**src/rtl/freq_det_pkg.sv**
```systemverilog
// Shared types and defaults for the frequency/ratio detector.
// Holds the measurement FSM state encoding and the default counter width,
// plus a small helper that sizes the lock-match counter.
package freq_det_pkg;

    // Default width of the period / high-time counters and outputs
    localparam int DEF_CNT_W = 16;

    // Measurement FSM states, 2-bit encoding
    typedef enum logic [1:0] {
        WAIT_EDGE = 2'd0,
        MEASURE   = 2'd1,
        TIMEOUT   = 2'd2
    } state_t;

    // Bits needed to count consecutive equal periods up to lock_cnt
    function automatic int match_width(input int lock_cnt);
        return (lock_cnt < 2) ? 1 : $clog2(lock_cnt + 1);
    endfunction

endpackage

```
**src/rtl/sync_edge_detect.sv**
```systemverilog
// Input conditioning and rising-edge detection for the frequency detector.
// With FREQ_DET_SYNC_EN defined, sig_in passes a 2-FF synchronizer (reset 0)
// and may be asynchronous to clk. Without it, sig_in must be synchronous to clk
// and is used directly as s_q, so a rise is reported two cycles earlier.
// In both builds s_prev is the one-cycle history used for the edge detect.
module sync_edge_detect (
    input  logic clk,
    input  logic rst_n,
    input  logic sig_in,
    output logic s_q,
    output logic rise
);

    logic s_prev;

`ifdef FREQ_DET_SYNC_EN
    logic sync_meta;
    logic sync_out;

    // Two-stage synchronizer followed by the edge-history register
    always_ff @(posedge clk or negedge rst_n) begin
        if (!rst_n) begin
            sync_meta <= 1'b0;
            sync_out  <= 1'b0;
            s_prev    <= 1'b0;
        end else begin
            sync_meta <= sig_in;
            sync_out  <= sync_meta;
            s_prev    <= sync_out;
        end
    end

    assign s_q = sync_out;
`else
    // sig_in is already clk-synchronous, so only the edge-history register is kept
    always_ff @(posedge clk or negedge rst_n) begin
        if (!rst_n) begin
            s_prev <= 1'b0;
        end else begin
            s_prev <= sig_in;
        end
    end

    assign s_q = sig_in;
`endif

    assign rise = s_q & ~s_prev;

endmodule

```
**src/rtl/freq_ratio_detector.sv**
```systemverilog
// Frequency / ratio detector: measures a slow periodic input against clk.
// Reports the rise-to-rise period and the high time in clk cycles, an odd-period
// flag, a lock flag (LOCK_CNT consecutive equal periods) and a timeout flag
// (no rising edge for MAX_PERIOD cycles).
// Build option: FREQ_DET_SYNC_EN adds a 2-FF input synchronizer inside
// sync_edge_detect; measured values are identical in both builds.
module freq_ratio_detector
    import freq_det_pkg::*;
#(
    parameter int CNT_W      = DEF_CNT_W,
    parameter int MAX_PERIOD = 2**CNT_W - 1,
    parameter int LOCK_CNT   = 2
) (
    input  logic             clk,
    input  logic             rst_n,
    input  logic             sig_in,
    output logic [CNT_W-1:0] period,
    output logic [CNT_W-1:0] high_time,
    output logic             is_odd,
    output logic             meas_valid,
    output logic             locked,
    output logic             timeout
);

    localparam int MATCH_W = match_width(LOCK_CNT);

    localparam logic [CNT_W-1:0]   MAX_P       = CNT_W'(MAX_PERIOD);
    localparam logic [CNT_W-1:0]   CNT_ONE     = CNT_W'(1);
    localparam logic [MATCH_W-1:0] MATCH_SAT   = MATCH_W'(LOCK_CNT);
    localparam logic [MATCH_W:0]   LOCK_THRESH = (MATCH_W + 1)'(LOCK_CNT - 1);

    state_t             state;
    logic [CNT_W-1:0]   cnt;
    logic [CNT_W-1:0]   hi_cnt;
    logic [MATCH_W-1:0] match;
    logic               have_prev;

    logic               s_q;
    logic               rise;
    logic [MATCH_W:0]   match_inc;
    logic               period_equal;

    sync_edge_detect u_sync_edge_detect (
        .clk    (clk),
        .rst_n  (rst_n),
        .sig_in (sig_in),
        .s_q    (s_q),
        .rise   (rise)
    );

    assign match_inc    = {1'b0, match} + {{MATCH_W{1'b0}}, 1'b1};
    assign period_equal = have_prev && (cnt == period);

    // Measurement FSM with counters, registered results and lock tracking
    always_ff @(posedge clk or negedge rst_n) begin
        if (!rst_n) begin
            state      <= WAIT_EDGE;
            cnt        <= '0;
            hi_cnt     <= '0;
            match      <= '0;
            have_prev  <= 1'b0;
            period     <= '0;
            high_time  <= '0;
            is_odd     <= 1'b0;
            meas_valid <= 1'b0;
            locked     <= 1'b0;
            timeout    <= 1'b0;
        end else begin
            meas_valid <= 1'b0;
            case (state)
                WAIT_EDGE: begin
                    cnt    <= '0;
                    hi_cnt <= '0;
                    if (rise) begin
                        state  <= MEASURE;
                        cnt    <= CNT_ONE;
                        hi_cnt <= CNT_ONE;
                    end
                end

                MEASURE: begin
                    if (rise) begin
                        period     <= cnt;
                        high_time  <= hi_cnt;
                        is_odd     <= cnt[0];
                        meas_valid <= 1'b1;
                        have_prev  <= 1'b1;
                        cnt        <= CNT_ONE;
                        hi_cnt     <= CNT_ONE;
                        if (period_equal) begin
                            match <= (match == MATCH_SAT) ? match : match_inc[MATCH_W-1:0];
                            if (match_inc >= LOCK_THRESH) begin
                                locked <= 1'b1;
                            end
                        end else begin
                            match  <= '0;
                            locked <= 1'b0;
                        end
                    end else if (cnt == MAX_P) begin
                        state     <= TIMEOUT;
                        timeout   <= 1'b1;
                        locked    <= 1'b0;
                        match     <= '0;
                        have_prev <= 1'b0;
                        cnt       <= '0;
                        hi_cnt    <= '0;
                    end else begin
                        cnt    <= cnt + CNT_ONE;
                        hi_cnt <= hi_cnt + {{(CNT_W-1){1'b0}}, s_q};
                    end
                end

                TIMEOUT: begin
                    cnt    <= '0;
                    hi_cnt <= '0;
                    if (rise) begin
                        state   <= MEASURE;
                        timeout <= 1'b0;
                        cnt     <= CNT_ONE;
                        hi_cnt  <= CNT_ONE;
                    end
                end

                default: begin
                    state  <= WAIT_EDGE;
                    cnt    <= '0;
                    hi_cnt <= '0;
                end
            endcase
        end
    end

endmodule

```
**config.mk**
```make
export PLATFORM = sky130hd
export DESIGN_NAME = freq_ratio_detector
export DESIGN_NICKNAME = d
export VERILOG_FILES = /design/src/rtl/freq_det_pkg.sv /design/src/rtl/sync_edge_detect.sv /design/src/rtl/freq_ratio_detector.sv
export SDC_FILE = /design/constraint.sdc
export NUM_CORES = 1
export LEC_CHECK = 0
export ABC_AREA = 1
export CAP_MARGIN = 20
export CELL_PAD_IN_SITES_DETAIL_PLACEMENT = 1
export CELL_PAD_IN_SITES_GLOBAL_PLACEMENT = 1
export CORE_ASPECT_RATIO = 0.75
export CORE_UTILIZATION = 45
export CTS_CLUSTER_DIAMETER = 80
export DETAILED_ROUTE_END_ITERATION = 8
export GPL_TIMING_DRIVEN = 1
export PLACE_DENSITY = 0.92
export SYNTH_ARGS = -nofsm -noshare
export SYNTH_HDL_FRONTEND = slang
export SYNTH_SLANG_ARGS = --single-unit
```
**constraint.sdc**
```tcl
create_clock -name clk -period 2.75 [get_ports clk]
set_clock_uncertainty 0.2 [all_clocks]
set_input_delay 0.55 -clock clk [delete_from_list [all_inputs] [get_ports clk]]
set_output_delay 0.55 -clock clk [all_outputs]
set_load 0.02 [all_outputs]
```
Word-level counts from Yosys, hierarchy flattened
Cells that the tools add are included.
Widths: inputs -> output; s select.
{"block": "word_totals", "word_cells": 66, "out_inout_bits": 36, "ff_bits": 74, "in_bits": 3}
{"block": "op_classes", "bitwise": 2, "eq_ne": 11, "n_mux": 26, "reduce_logical": 11, "addsub": 3, "magnitude_cmp": 1}
{"op": "$mux 16", "n": 4}
{"op": "$pmux 16 s2", "n": 2}
{"op": "$add 16x1->16", "n": 1}
{"op": "$add 16x1->16 const B", "n": 1}
{"op": "$eq 16x16->1", "n": 1}
{"op": "$eq 16x16->1 const B", "n": 1}
{"op": "$mux 2", "n": 7}
{"op": "$mux 1", "n": 11}
{"op": "$reduce_and 3->1", "n": 3}
{"op": "$ne 2x2->1 const B", "n": 3}
{"op": "$eq 2x2->1 const B", "n": 2}
{"op": "$pmux 2 s2", "n": 1}
{"op": "$reduce_and 2->1", "n": 2}
{"op": "$reduce_and 4->1", "n": 1}
{"op": "$reduce_bool 2->1", "n": 2}
{"op": "$add 2x1->3 const B", "n": 1}
{"op": "$ge 3x1->1 const B", "n": 1}
{"op": "$ne 3x2->1 const B", "n": 1}
{"op": "$ne 3x3->1 const B", "n": 1}
{"op": "$eq 2x1->1 const B", "n": 1}
{"op": "$logic_not 2->1", "n": 1}
{"op": "$ne 2x1->1 const B", "n": 1}
{"op": "$pmux 1 s2", "n": 1}
{"op": "$reduce_or 2->1", "n": 1}
{"op": "other kinds (3)", "n": 3}

Longest topological paths before layout
Gate-level depths: netlist of run 1.
{"block": "logic_depth", "word_depth": 5, "ltp_mapped": 10, "ltp_nobuf": 10}

Modules after synthesis
Synthesis of run 1 repeated with hierarchy kept, for this count alone.
{"block": "unflattened", "cells_unflattened": 454, "area_unflattened_um2": 3617.2}
{"mod": "freq_ratio_detector", "seq_area_each_um2": 1801.7, "cells_each": 450, "area_each_um2": 3574.7, "instances": 1}
{"mod": "sync_edge_detect", "seq_area_each_um2": 25.0, "cells_each": 4, "area_each_um2": 42.5, "instances": 1}

Worst setup path before layout of run 1
Ideal clock, no wire load.
{"block": "synth_timing", "path_type": "input-to-reg", "from": "in sig_in", "to": "reg hi_cnt[12]", "n_path_buf": 0, "path_stages": 9, "slack_ns": 0.843, "setup_time_ns": 0.123, "arrival_ns": 1.583, "t_required_ns": 2.427, "path_cell_list": "ha_1 ha_1 nand2_1 nor2_1 nand4_1 nor2_1 nand2_1 o21ai_0 a21oi_1"}
{"block": "synth_between", "elab_chain_len": 4, "elab_cells_between_ends": 5, "classes_between": "add/sub (1); mux (3); bitwise (1)"}
{"element": "from (decl)", "line": "freq_ratio_detector.sv:16", "source": "input logic sig_in,"}
{"element": "$add 16x1->16", "line": "freq_ratio_detector.sv:109", "source": "hi_cnt <= hi_cnt + {{(CNT_W-1){1'b0}}, s_q};"}
{"element": "$mux 16", "line": "freq_ratio_detector.sv:99", "source": "end else if (cnt == MAX_P) begin"}
{"element": "$mux 16 (*)", "line": "freq_ratio_detector.sv:82", "source": "if (rise) begin"}
{"element": "$pmux 16 s2 (*)", "line": "freq_ratio_detector.sv:70", "source": "case (state)"}
{"element": "to (signal assigned)", "line": "freq_ratio_detector.sv:109"}
{"element": "to (decl)", "line": "freq_ratio_detector.sv:34", "source": "logic [CNT_W-1:0] hi_cnt;"}
Every way passes the cells marked *; elsewhere a longest branch is shown, timed or not.
A chain may end at the register's enable or synchronous reset.

Final worst setup path of run 1
{"block": "layout_timing", "from": "in sig_in", "to": "reg hi_cnt[13]"}
Same word-level chain as after synthesis.

==> results of run 1 <==
-- cell usage after synthesis --
| library cell | number |
|---|---|
| o21ai_0 | 38 |
| nand4_1 | 6 |
| buf_6 | 2 |
| a21oi_1 | 9 |
| nor2_4 | 1 |
| a31oi_1 | 1 |
| dfrtp_1 | 73 |
| nand3_1 | 14 |
| xnor2_1 | 3 |
| nor3_4 | 2 |
| nand2_1 | 123 |
| ha_1 | 6 |
| nand2_2 | 2 |
| or2_1 | 1 |
| inv_2 | 2 |
| nand3_4 | 1 |
| o21ai_1 | 1 |
| nor3_1 | 8 |
| inv_1 | 69 |
| xor2_1 | 12 |
| nand3_2 | 3 |
| buf_4 | 1 |
| nor2_2 | 3 |
| nor2b_1 | 1 |
| buf_2 | 2 |
| clkbuf_1 | 4 |
| nand4_2 | 1 |
| nor3_2 | 1 |
| nand3b_1 | 1 |
| nor3b_1 | 2 |
| o21a_1 | 1 |
| nor2_1 | 44 |
| a211oi_1 | 1 |
-- per-stage QoR --
| step | instances | cell area (µm²) | setup WS (ns) | power, mW |
|---|---|---|---|---|
| final | 590 | 4270 | 0.298 | 2.69 |
| after global routing | 590 | 4270 | 0.113 | 2.83 |
| after CTS | 590 | 4270 | 0.311 | 2.71 |
| after detailed placement | 574 | 4070 | -0.0176 | 1.82 |
| after global placement | 574 | 4070 | 0.100 | 1.78 |
| after floorplan | 439 | 3570 | 0.843 | 1.58 |
-- per-layer routing --
metal / track usage, % / vias up / wire, µm
met5: 0 / - / 0
met4: 9.44 / 0 / 159
met3: 5.83 / 15 / 337
met2: 44.4 / 56 / 4790
met1: 33.4 / 1524 / 4480
li1: - / 1448 / -
-- cell usage in the layout (no fill, tap or decap), drive strengths merged --
cell type / instances
a21oi: 9
inv: 73
o21ai: 39
nand3: 18
nand4: 7
nor3b: 2
bufinv: 1
clkinvlp: 1
clkbuf: 9
nand3b: 1
ha: 6
nand2: 125
xor2: 12
clkdlybuf4s50: 37
nor2b: 1
xnor2: 3
o21a: 1
buf: 6
a211oi: 1
or2: 1
nor2: 48
dfrtp: 73
nor3: 11
clkinv: 3
a31oi: 1
-- kinds of logic after synthesis --
kind of cell | count (synthesis) | share of synthesized area (%)
fa+ha+maj | 6 | 2.10
simple gates | 214 | 26.7
buf+inv | 80 | 9.00
compound gates | 51 | 7.32
xor+xnor | 15 | 3.68
flops | 73 | 51.2
-- registers in the layout (all words and copies together), names as in the netlist --
name / cells
meas_valid: 1
state: 2
match: 2
cnt: 16
locked: 1
period: 16
high_time: 16
have_prev: 1
timeout: 1
u_sync_edge_detect.s_prev: 1
hi_cnt: 16
-- cell type report --
class / instances / share of cell area [%]
clock buffer: 9 / 2.90
inverter: 71 / 6.24
tap: 101 / 2.96
multi-input combinational: 286 / 33.3
timing repair buffer: 43 / 10.0
clock inverter: 7 / 1.82
sequential: 73 / 42.8
-- worst paths after layout --
path / start / end / slack, ns
max: sig_in / hi_cnt[13] / 0.30
min: rst_n / period[2] / -0.0007
max reg2reg: cnt[0] / cnt[2] / 0.37
min reg2reg: high_time[8] / high_time[8] / 0.28
max in group asynchronous: rst_n / hi_cnt[14] / 2.04
min in group clk: high_time[8] / high_time[8] / 0.28
-- worst max-delay path: stages --
cell and delay [ns]:
clkdlybuf4s50_1 0.52, ha_1 0.25, nand3_1 0.15, inv_1 0.10
nand3_1 0.12, nor3_2 0.30, nand2_1 0.17, nor2_1 0.17
nand2_1 0.07, nand2_1 0.06, nor2_1 0.04
-- report_power, final --
group | leakage, nW | internal [mW] | switching [mW] | total (mW)
Combinational | 0.964 | 0.207 | 0.320 | 0.526
Clock | 0.100 | 0.427 | 0.463 | 0.890
Sequential | 0.981 | 1.17 | 0.107 | 1.28
Total | 2.05 | 1.80 | 0.890 | 2.69
==> results.md, run 1 <==
- Status: complete, but fails checks
- Failing checks: hold timing
- Final Hold Viols: 2
- First-pass GRT wire length: 16700 µm
- IO buf count: 38
- Reg2reg path depth: 8
- Number of global-route vias before repair: around 3300
- Postcts setup bufs: 0
- Pleak: between 2 and 2.5 nW
- Grt ovf: 0
- Initial antenna violation count: 0
- Routed len/inst: 16.5 µm
- Post-synthesis register bit count: between 70 and 80
- Initial DRT Pass Iterations: 4
- Post-DRT Antenna Nets: 0
- Pins Over Slew Limit: 0
- Power density cells: between 600 and 700 mW/mm²
- Largest cells by area after synthesis: dfrtp_1 51%, nand2_1 13%, inv_1 7.3%
- Hold WS: -0.000688 ns
- Die ar.: around 0.0083 mm²
- Final nets: ~490
- Worst-case clock buffer depth: 2
- Slew headroom: between 60% and 70%
- Reg area: 0.00183 mm²
- CP Launch Type: input pin
- GP Congestion: between 0.7 and 0.8
- Min Tclk post-route: 2.45 ns
- Pin count of the biggest net entering global routing: 74
- Slew of the pin with the lowest slew margin: approximately 0.50 ns
- Fin util: 57.0%
- Root Buffer Master: clkbuf_8
- Core ar.: about 0.0075 mm²
- Post-synth cell types: 33
- Die width: 105 µm
- VDD IR max: 367 µV
- Synth warn: 0
- Area leader, netlist: dfrtp_1
- Clock transition at path regs: around 0.08 ns
- Number of fill cells: roughly 940
- Row cnt: 27
- All-Layer GR Usage: between 20% and 30%
- CP Max Fanout: 5
- Critical path class: in2reg
- Synth Net Count: roughly 450
- Hold Path Class: in2async
- Layout cells sized above 1: 7.77%
- Mapped Avg Cell Area: 8.13 µm²
- Fmax: ~400 MHz
- Register area share after synthesis: around 51%
- Fin crit share: between 80% and 90%
- Mapped cell area: 0.00357 mm²
- Multi-input logic area: approximately 0.0014 mm²
- Num CTS Buffers: 9
- Vias: 3043
- Initial Util: 47.6%
- Vias/cell: around 5.2
- # diodes: 0
- DPL Wire Length: 6790 µm
- Iteration-0 DRC Markers: 144
- Max capacitance violation total: 0
- Endpoint type of the worst setup path: register
- Area share of the leading cell type in the synthesized netlist: approximately half
- Area Overhead vs Synth: 19.6%
- Final wirelength: 9760 µm
- CTS tree: yes
- Post-route DRC: 0
- CTS hold repair buffers: 0
- Top Ports: 39
- Setup_tns: 0 ns
- Clock Latency Late Sink: 0.36 ns
- Critical Path RT: approximately 2.8 ns
- Final setup violation count: 0
- CP arrival: 2.51 ns
- RSZ-0062 raised after global routing: false
- Post-CTS Resized: 0
- CTS HTree Levels: 3
- Post-Syn Instances: ~440
- Num Clock Sinks: 73
- Die H: 79.1 µm
(Power assumes the default switching activity.)
==> run 2: changes to the inputs <==
--- a/config.mk
+++ b/config.mk
@@ -6,12 +6,11 @@
 export NUM_CORES = 1
 export LEC_CHECK = 0
 export ABC_AREA = 1
-export CAP_MARGIN = 20
 export CELL_PAD_IN_SITES_DETAIL_PLACEMENT = 1
 export CELL_PAD_IN_SITES_GLOBAL_PLACEMENT = 1
 export CORE_ASPECT_RATIO = 0.75
 export CORE_UTILIZATION = 45
-export CTS_CLUSTER_DIAMETER = 80
+export CTS_CLUSTER_DIAMETER = 200
 export DETAILED_ROUTE_END_ITERATION = 8
 export GPL_TIMING_DRIVEN = 1
 export PLACE_DENSITY = 0.92
==> results of run 2 <==
The final DEF is identical to that of run 1; final timing and power are the same.
